## src/rtl/conv_pkg.sv

```systemverilog
// Shared definitions for the 3x3 convolution window sequencer:
// kernel tap count, FSM state encoding and window tap positions.
package conv_pkg;

  localparam int KERNEL_TAPS = 9;

  // Tap positions in the window: row-major, 0 = top-left (w1), 8 = bottom-right (w9).
  localparam int TAP_W1 = 0;
  localparam int TAP_W2 = 1;
  localparam int TAP_W3 = 2;
  localparam int TAP_W4 = 3;
  localparam int TAP_W5 = 4;
  localparam int TAP_W6 = 5;
  localparam int TAP_W7 = 6;
  localparam int TAP_W8 = 7;
  localparam int TAP_W9 = 8;

  typedef enum logic [1:0] {
    IDLE   = 2'd0,
    STREAM = 2'd1,
    FLUSH  = 2'd2
  } state_e;

  // Window tap index for a (row, column) position inside the 3x3 window.
  function automatic int tap_idx(input int r, input int c);
    return r * 3 + c;
  endfunction

endpackage

```

## src/rtl/conv_line_buffer.sv

```systemverilog
// Two-row line store for the convolution window. Row 0 holds the previous
// image row, row 1 the one before it. One column is read and written per
// accepted pixel: the old row-0 value moves into row 1, the new pixel into row 0.
module conv_line_buffer
  import conv_pkg::*;
#(
  parameter int IMG_W = 64,
  parameter int PIX_W = 8,
  parameter int COL_W = 6
) (
  input  logic             clk,
  input  logic             rst_n,
  input  logic [COL_W-1:0] col_i,
  input  logic             we_i,
  input  logic [PIX_W-1:0] wdata_i,
  output logic [PIX_W-1:0] row0_o,
  output logic [PIX_W-1:0] row1_o
);

  logic [PIX_W-1:0] lb0_q [IMG_W];
  logic [PIX_W-1:0] lb1_q [IMG_W];

  // Read port is combinational so the window sees the column contents before this pixel's update.
  assign row0_o = lb0_q[col_i];
  assign row1_o = lb1_q[col_i];

  // Column update on accept: row 0 ages into row 1, new pixel lands in row 0.
  always_ff @(posedge clk or negedge rst_n) begin
    if (!rst_n) begin
      for (int i = 0; i < IMG_W; i++) begin
        lb0_q[i] <= '0;
        lb1_q[i] <= '0;
      end
    end else if (we_i) begin
      lb1_q[col_i] <= lb0_q[col_i];
      lb0_q[col_i] <= wdata_i;
    end
  end

endmodule

```

## src/rtl/conv3x3_window_ctrl.sv

```systemverilog
// Streaming sequencer for an external combinational 3x3 MAC.
// Builds the sliding window from a raster pixel stream, holds the kernel,
// and presents the MAC result as a valid/ready output stream.
// Optional feature: define CONV_SAT_EN to saturate the result instead of truncating.
//
// Handshakes: a transfer happens on a rising edge where valid and ready are
// both high. in_ready depends only on state, out_valid and out_ready, never on
// in_valid. out_valid, once high, stays high with out_data unchanged until the
// cycle in which out_ready is high.
module conv3x3_window_ctrl
  import conv_pkg::*;
#(
  parameter int IMG_W = 64,
  parameter int IMG_H = 64,
  parameter int PIX_W = 8,
  parameter int SUM_W = 20,
  parameter int OUT_W = 8,
  parameter int SHIFT = 0
) (
  input  logic                         clk,
  input  logic                         rst_n,
  input  logic                         start,
  input  logic                         k_we,
  input  logic [3:0]                   k_idx,
  input  logic [PIX_W-1:0]             k_data,
  input  logic                         in_valid,
  output logic                         in_ready,
  input  logic [PIX_W-1:0]             in_data,
  output logic [KERNEL_TAPS*PIX_W-1:0] win,
  output logic [KERNEL_TAPS*PIX_W-1:0] kern,
  input  logic [SUM_W-1:0]             mac_sum,
  output logic                         out_valid,
  input  logic                         out_ready,
  output logic [OUT_W-1:0]             out_data,
  output logic                         busy,
  output logic                         done
);

  localparam int COL_W = $clog2(IMG_W);
  localparam int ROW_W = $clog2(IMG_H);

  state_e           state_q, state_d;
  logic [COL_W-1:0] col_q, col_d;
  logic [ROW_W-1:0] row_q, row_d;
  logic [PIX_W-1:0] win_q  [KERNEL_TAPS];
  logic [PIX_W-1:0] win_d  [KERNEL_TAPS];
  logic [PIX_W-1:0] kern_q [KERNEL_TAPS];
  logic [PIX_W-1:0] kern_d [KERNEL_TAPS];
  logic             out_valid_q, out_valid_d;

  logic             accept;
  logic             col_last;
  logic             row_last;
  logic             emit;
  logic [PIX_W-1:0] lb_row0;
  logic [PIX_W-1:0] lb_row1;
  logic [OUT_W-1:0] reduced;

  assign in_ready = (state_q == STREAM) && (!out_valid_q || out_ready);
  assign accept   = in_valid && in_ready;
  assign col_last = (col_q == COL_W'(IMG_W - 1));
  assign row_last = (row_q == ROW_W'(IMG_H - 1));
  // Only windows lying fully inside one row band produce a result.
  assign emit     = accept && (row_q >= ROW_W'(2)) && (col_q >= COL_W'(2));

  conv_line_buffer #(
    .IMG_W (IMG_W),
    .PIX_W (PIX_W),
    .COL_W (COL_W)
  ) u_line_buffer (
    .clk     (clk),
    .rst_n   (rst_n),
    .col_i   (col_q),
    .we_i    (accept),
    .wdata_i (in_data),
    .row0_o  (lb_row0),
    .row1_o  (lb_row1)
  );

  // Frame sequencing: idle until start, stream pixels, then drain the final result.
  always_comb begin
    state_d = state_q;
    unique case (state_q)
      IDLE:    if (start) state_d = STREAM;
      STREAM:  if (accept && col_last && row_last) state_d = FLUSH;
      FLUSH:   if (!out_valid_q || out_ready) state_d = IDLE;
      default: state_d = IDLE;
    endcase
  end

  // Raster position of the next pixel; cleared at frame start.
  always_comb begin
    col_d = col_q;
    row_d = row_q;
    if (state_q == IDLE && start) begin
      col_d = '0;
      row_d = '0;
    end else if (accept) begin
      if (col_last) begin
        col_d = '0;
        row_d = row_last ? '0 : row_q + ROW_W'(1);
      end else begin
        col_d = col_q + COL_W'(1);
      end
    end
  end

  // Window slides left one column per accepted pixel; right column comes from the line store.
  always_comb begin
    for (int i = 0; i < KERNEL_TAPS; i++) win_d[i] = win_q[i];
    if (accept) begin
      for (int r = 0; r < 3; r++) begin
        win_d[tap_idx(r, 0)] = win_q[tap_idx(r, 1)];
        win_d[tap_idx(r, 1)] = win_q[tap_idx(r, 2)];
      end
      win_d[TAP_W3] = lb_row1;
      win_d[TAP_W6] = lb_row0;
      win_d[TAP_W9] = in_data;
    end
  end

  // Coefficients are writable only while idle; out-of-range tap indices are dropped.
  always_comb begin
    for (int i = 0; i < KERNEL_TAPS; i++) kern_d[i] = kern_q[i];
    if (state_q == IDLE && k_we && k_idx < 4'(KERNEL_TAPS)) begin
      kern_d[k_idx] = k_data;
    end
  end

  // Result valid appears the cycle after an emitting pixel and holds until taken.
  always_comb begin
    out_valid_d = out_valid_q;
    if (out_ready) out_valid_d = 1'b0;
    if (emit)      out_valid_d = 1'b1;
  end

  // State registers.
  always_ff @(posedge clk or negedge rst_n) begin
    if (!rst_n) begin
      state_q     <= IDLE;
      col_q       <= '0;
      row_q       <= '0;
      out_valid_q <= 1'b0;
      for (int i = 0; i < KERNEL_TAPS; i++) begin
        win_q[i]  <= '0;
        kern_q[i] <= '0;
      end
    end else begin
      state_q     <= state_d;
      col_q       <= col_d;
      row_q       <= row_d;
      out_valid_q <= out_valid_d;
      for (int i = 0; i < KERNEL_TAPS; i++) begin
        win_q[i]  <= win_d[i];
        kern_q[i] <= kern_d[i];
      end
    end
  end

  // The window only moves on accept, so mac_sum stays stable while a result is stalled.
`ifdef CONV_SAT_EN
  localparam logic [SUM_W-1:0] SAT_MAX = SUM_W'((64'd1 << OUT_W) - 64'd1);
  logic [SUM_W-1:0] shifted;
  assign shifted = mac_sum >> SHIFT;
  assign reduced = (shifted > SAT_MAX) ? {OUT_W{1'b1}} : shifted[OUT_W-1:0];
`else
  assign reduced = OUT_W'(mac_sum >> SHIFT);
`endif

  for (genvar n = 0; n < KERNEL_TAPS; n++) begin : g_pack
    assign win[n*PIX_W +: PIX_W]  = win_q[n];
    assign kern[n*PIX_W +: PIX_W] = kern_q[n];
  end

  assign out_valid = out_valid_q;
  assign out_data  = out_valid_q ? reduced : '0;
  assign busy      = (state_q != IDLE);
  assign done      = (state_q == FLUSH) && (!out_valid_q || out_ready);

endmodule
```

## config.mk

```make
export PLATFORM = sky130hd
export DESIGN_NAME = conv3x3_window_ctrl
export DESIGN_NICKNAME = d
export VERILOG_FILES = /design/src/rtl/conv_pkg.sv /design/src/rtl/conv_line_buffer.sv /design/src/rtl/conv3x3_window_ctrl.sv
export SDC_FILE = /design/constraint.sdc
export NUM_CORES = 2
export LEC_CHECK = 0
export CAP_MARGIN = 20
export CORE_UTILIZATION = 40
export CTS_BUF_LIST = sky130_fd_sc_hd__clkbuf_8 sky130_fd_sc_hd__clkbuf_16
export DETAILED_ROUTE_END_ITERATION = 12
export HOLD_SLACK_MARGIN = 0.06
export PLACE_DENSITY = 0.68
export SETUP_SLACK_MARGIN = 0.5
export SYNTH_ARGS = -nofsm -noshare
export SYNTH_HDL_FRONTEND = slang
export SYNTH_SLANG_ARGS = --single-unit
```

## constraint.sdc

```tcl
create_clock -name clk -period 2.7 [get_ports clk]
set_input_delay 0.405 -clock clk [delete_from_list [all_inputs] [get_ports clk]]
set_output_delay 0.405 -clock clk [all_outputs]
set_load 0.05 [all_outputs]
```

==> impl_metrics.yaml <==
drt:
  remaining_drc_errors: 0
  drt_iter0_drc: 4297
  wirelength_um: 171000
  vias: 39747
  antenna_left: 0
  wire_per_inst_um: 25.0
  drtPass1Iterations: 6
  viasPerCell: 5.82
critical_path:
  worstSetupPathType: "reg -> reg"
  required_ns: 3.29
  end_kind: "flip-flop"
  crit_fanout: 7
  start_kind: "flip-flop"
  arrival_ns: 3.60
timing:
  finalCritPeriodShare_pct: 111
  layout_setup_ws_ns: -0.307
  worst_pin_slew_ns: 0.915
  rsz0062_at_grt: "true"
  skew_ns: 0.0335
  whs_ns: 0.191
  finalMaxSlewViolations: 0
  relSlewSlack_pct: 38.5
  hold_violations: 0
  fin_crit_ns: 3.01
  fmax_ghz: 0.333
  setup_viol: 567
logic_synthesis:
  async_flop_share_pct: 100
  seq_area_frac_synth_pct: 56.6
  synth_edf_count: 0
  netlist_instances: 4498
  synthFlopType: "dfrtp_1"
  ys_top_cells_by_area: "dfrtp_1, mux2_2, a21oi_1"
  synth_seq_cells: 1183
  syn_nets: 4548
  synth.top_cell.area_share_pct: 56.6
  syn_area_per_cell_sq_um: 11.6
  netlist-cell-type-count: 69
  synth.cell_area_sq_um: 52300
  synth_top_area_cell: "dfrtp_1"
  ys_warn_count: 0
layout:
  areaGrowthSynthToFinish_pct: 27.7
  instances_no_fill: 6832
  nets: 5047
  drive_gt1_share_pct: 33.9
  fillers: 10913
  diodes: 0
pwr:
  peakVddDrop_mv: 0.926
  powerDensity_nw_per_um2: 1180
  power_leakage_nw: 30.8
floorplan:
  start_util_pct: 40.4
  io_pins: 202
  coreArea_sq_um: 130000
  die_width_um: 364
  die_area_sq_um: 132000
  die_y_um: 364
  placementRows: 132
cts:
  clk_latency_ns: 0.73
  clk_transition_reported_paths_ns: 0.06
  cts_htree_levels: 3
  cts_root_buf: "clkbuf_16"
  clockBufferDepth: 3
  cts_buffers: 120
  clock_sinks: 1183
  cts_tree: "done"
min_path:
  hold_path.class: "in -> reg"
global_route:
  grt_pass1_vias: 39003
  grt_overflow: 0
  grt_max_degree: 109
  antenna_found_initial: 0
  grtUsageTotal_pct: 24.5
  grt_pass1_wl_um: 247000
place:
  port_buffers: 189
  place.gp.congestion: 0.928
  dp_cells: 6518
  dp_hpwl_um: 108000
job:
  cap_violations: 0
run_status:
  violations: "negative setup slack"
  status: "complete, but fails checks"
-- sequential cells by signal, summed over array words and instances, names as in the netlist --
signal and count:
row_q 6, out_valid 1, u_line_buffer.lb0_q 512, kern 72
win 72, state_q 2, u_line_buffer.lb1_q 512, col_q 6
-- worst max-delay path: stages (launching register included) --
cell,delay [ns]
dfrtp_4,0.51
buf_4,0.20
and2_4,0.22
buf_12,0.17
a221oi_4,0.27
o21a_1,0.27
o22ai_2,0.12
buf_6,0.15
nor4_4,0.38
buf_6,0.28
clkbuf_16,0.20
a21oi_1,0.06
-- layer usage --
metal,track usage (%),vias up,wire length [um]
met1,33.2,20357,68700
met4,11.2,0,8980
met3,4.57,447,14600
met5,0,-,0
met2,38.3,1855,78300
li1,-,17088,-
-- final timing paths --
check                           start                  endpoint  slack, ns  cells past startpoint
max                          col_q[1]  u_line_buffer.lb1_q[237]      -0.31                     11
min                        in_data[1]                   win[65]       0.19                      3
max reg2reg                  col_q[1]  u_line_buffer.lb1_q[237]      -0.31                     11
min reg2reg                    win[7]                    win[7]       0.47                      2
max in group asynchronous       rst_n   u_line_buffer.lb0_q[91]       1.37                      4
min in group asynchronous       rst_n  u_line_buffer.lb1_q[184]       0.23                      2
-- timing repair --
item | CTS | global route
endpoints found under the setup margin | 1233 | 1241
setup buffers | 24 | 38
gates resized for setup | 65 | 148
hold buffers | 1 | 0
pin swaps | 14 | 44
hold endpoints to repair | 211 | 0
gates cloned | 12 | 24
-- power by group --
part           total [W]  internal (W)  switching, W
Sequential        0.0259        0.0228       0.00306
Clock             0.0168       0.00966       0.00717
Combinational     0.0360        0.0163        0.0198
Total             0.0788        0.0488        0.0300
-- Yosys cell counts, types with 4 or more instances --
| cell type | number |
|---|---|
| inv_1 | 11 |
| a221o_1 | 20 |
| a221oi_1 | 125 |
| o32a_1 | 4 |
| o32ai_1 | 8 |
| o21ai_0 | 60 |
| buf_6 | 33 |
| clkbuf_1 | 208 |
| or2_2 | 4 |
| buf_2 | 114 |
| nand2b_1 | 8 |
| and2_1 | 13 |
| o22ai_1 | 60 |
| mux2i_1 | 158 |
| a22o_1 | 29 |
| nand3b_1 | 9 |
| a21oi_1 | 552 |
| buf_4 | 35 |
| and3_1 | 4 |
| mux4_2 | 45 |
| o21a_1 | 35 |
| a32o_1 | 7 |
| nand3_1 | 24 |
| ha_1 | 4 |
| nor3_1 | 16 |
| a22oi_1 | 42 |
| mux2_2 | 640 |
| or3_1 | 4 |
| dfrtp_1 | 1183 |
| a31oi_1 | 8 |
| nand2_1 | 249 |
| nor2_1 | 624 |
| nor4_1 | 6 |
| o2bb2ai_1 | 7 |
| or3b_2 | 8 |
| nand4_1 | 4 |
| mux2_1 | 10 |
| o22a_1 | 45 |
| nor2b_1 | 7 |
| a211oi_1 | 12 |
| buf_1 | 20 |
-- cells in the final DEF, fill, tap and decap left out, types with 11 or more instances in the layout --
master	netlist	layout
a21oi_1	552	524
a21oi_2	0	28
a221o_1	20	20
a221oi_1	125	80
a221oi_2	0	43
a22o_1	29	28
a22oi_1	42	37
and2_1	13	11
buf_12	0	157
buf_4	35	370
buf_6	33	33
clkbuf_16	0	144
clkbuf_8	0	38
clkdlybuf4s50_1	0	178
clkinv_2	0	17
dfrtp_1	1183	1179
inv_1	11	34
mux2_2	640	638
mux2i_1	158	158
mux4_2	45	45
nand2_1	249	240
nand3_1	24	24
nor2_1	624	555
nor2_2	0	46
nor2_4	0	23
nor3_1	16	12
o21a_1	35	28
o21ai_0	60	54
o22a_1	45	45
o22ai_1	60	36
o22ai_2	0	13
o22ai_4	0	11
-- cells by family after synthesis --
family                     share of synthesized area (%)
AOI/OAI and AO/OA                                   12.5
xor gates and xnor gates                          0.0670
adders and majority gates                         0.0957
buffers and inverters                               4.03
DFF                                                 56.6
muxes                                               19.0
and+or+nand+nor                                     7.77
-- metrics by stage --
| stage | power [W] | setup slack [ns] | util [%] | TNS (ns) | instance area, sq um |
|---|---|---|---|---|---|
| 6_report | 0.0788 | -0.307 | 51.5 | -98.43 | 66800 |
| 2_1_floorplan | 0.0428 | 0.362 | - | 0 | 53100 |
| 4_1_cts | 0.0738 | -0.225 | 50.3 | -78.41 | 65200 |
| 3_5_place_dp | 0.0539 | -0.340 | 46.5 | -113.46 | 60300 |
| 3_3_place_gp | 0.0531 | -0.306 | 46.5 | -89.28 | 60300 |
| 5_1_grt | 0.0814 | -0.341 | 51.5 | -114.59 | 66800 |
-- cell type report --
cell class                      count  area [sq um]  area share (%)
Tap cell                         1742          2180            3.26
Sequential cell                  1183         29600            44.3
Multi-Input combinational cell   2893         21900            32.8
Clock buffer                      160          3580            5.35
Timing Repair Buffer              787          9090            13.6
Inverter                           12          47.5          0.0712
Clock inverter                     55           413           0.618
No activity file was read; power rests on OpenSTA's default activity.
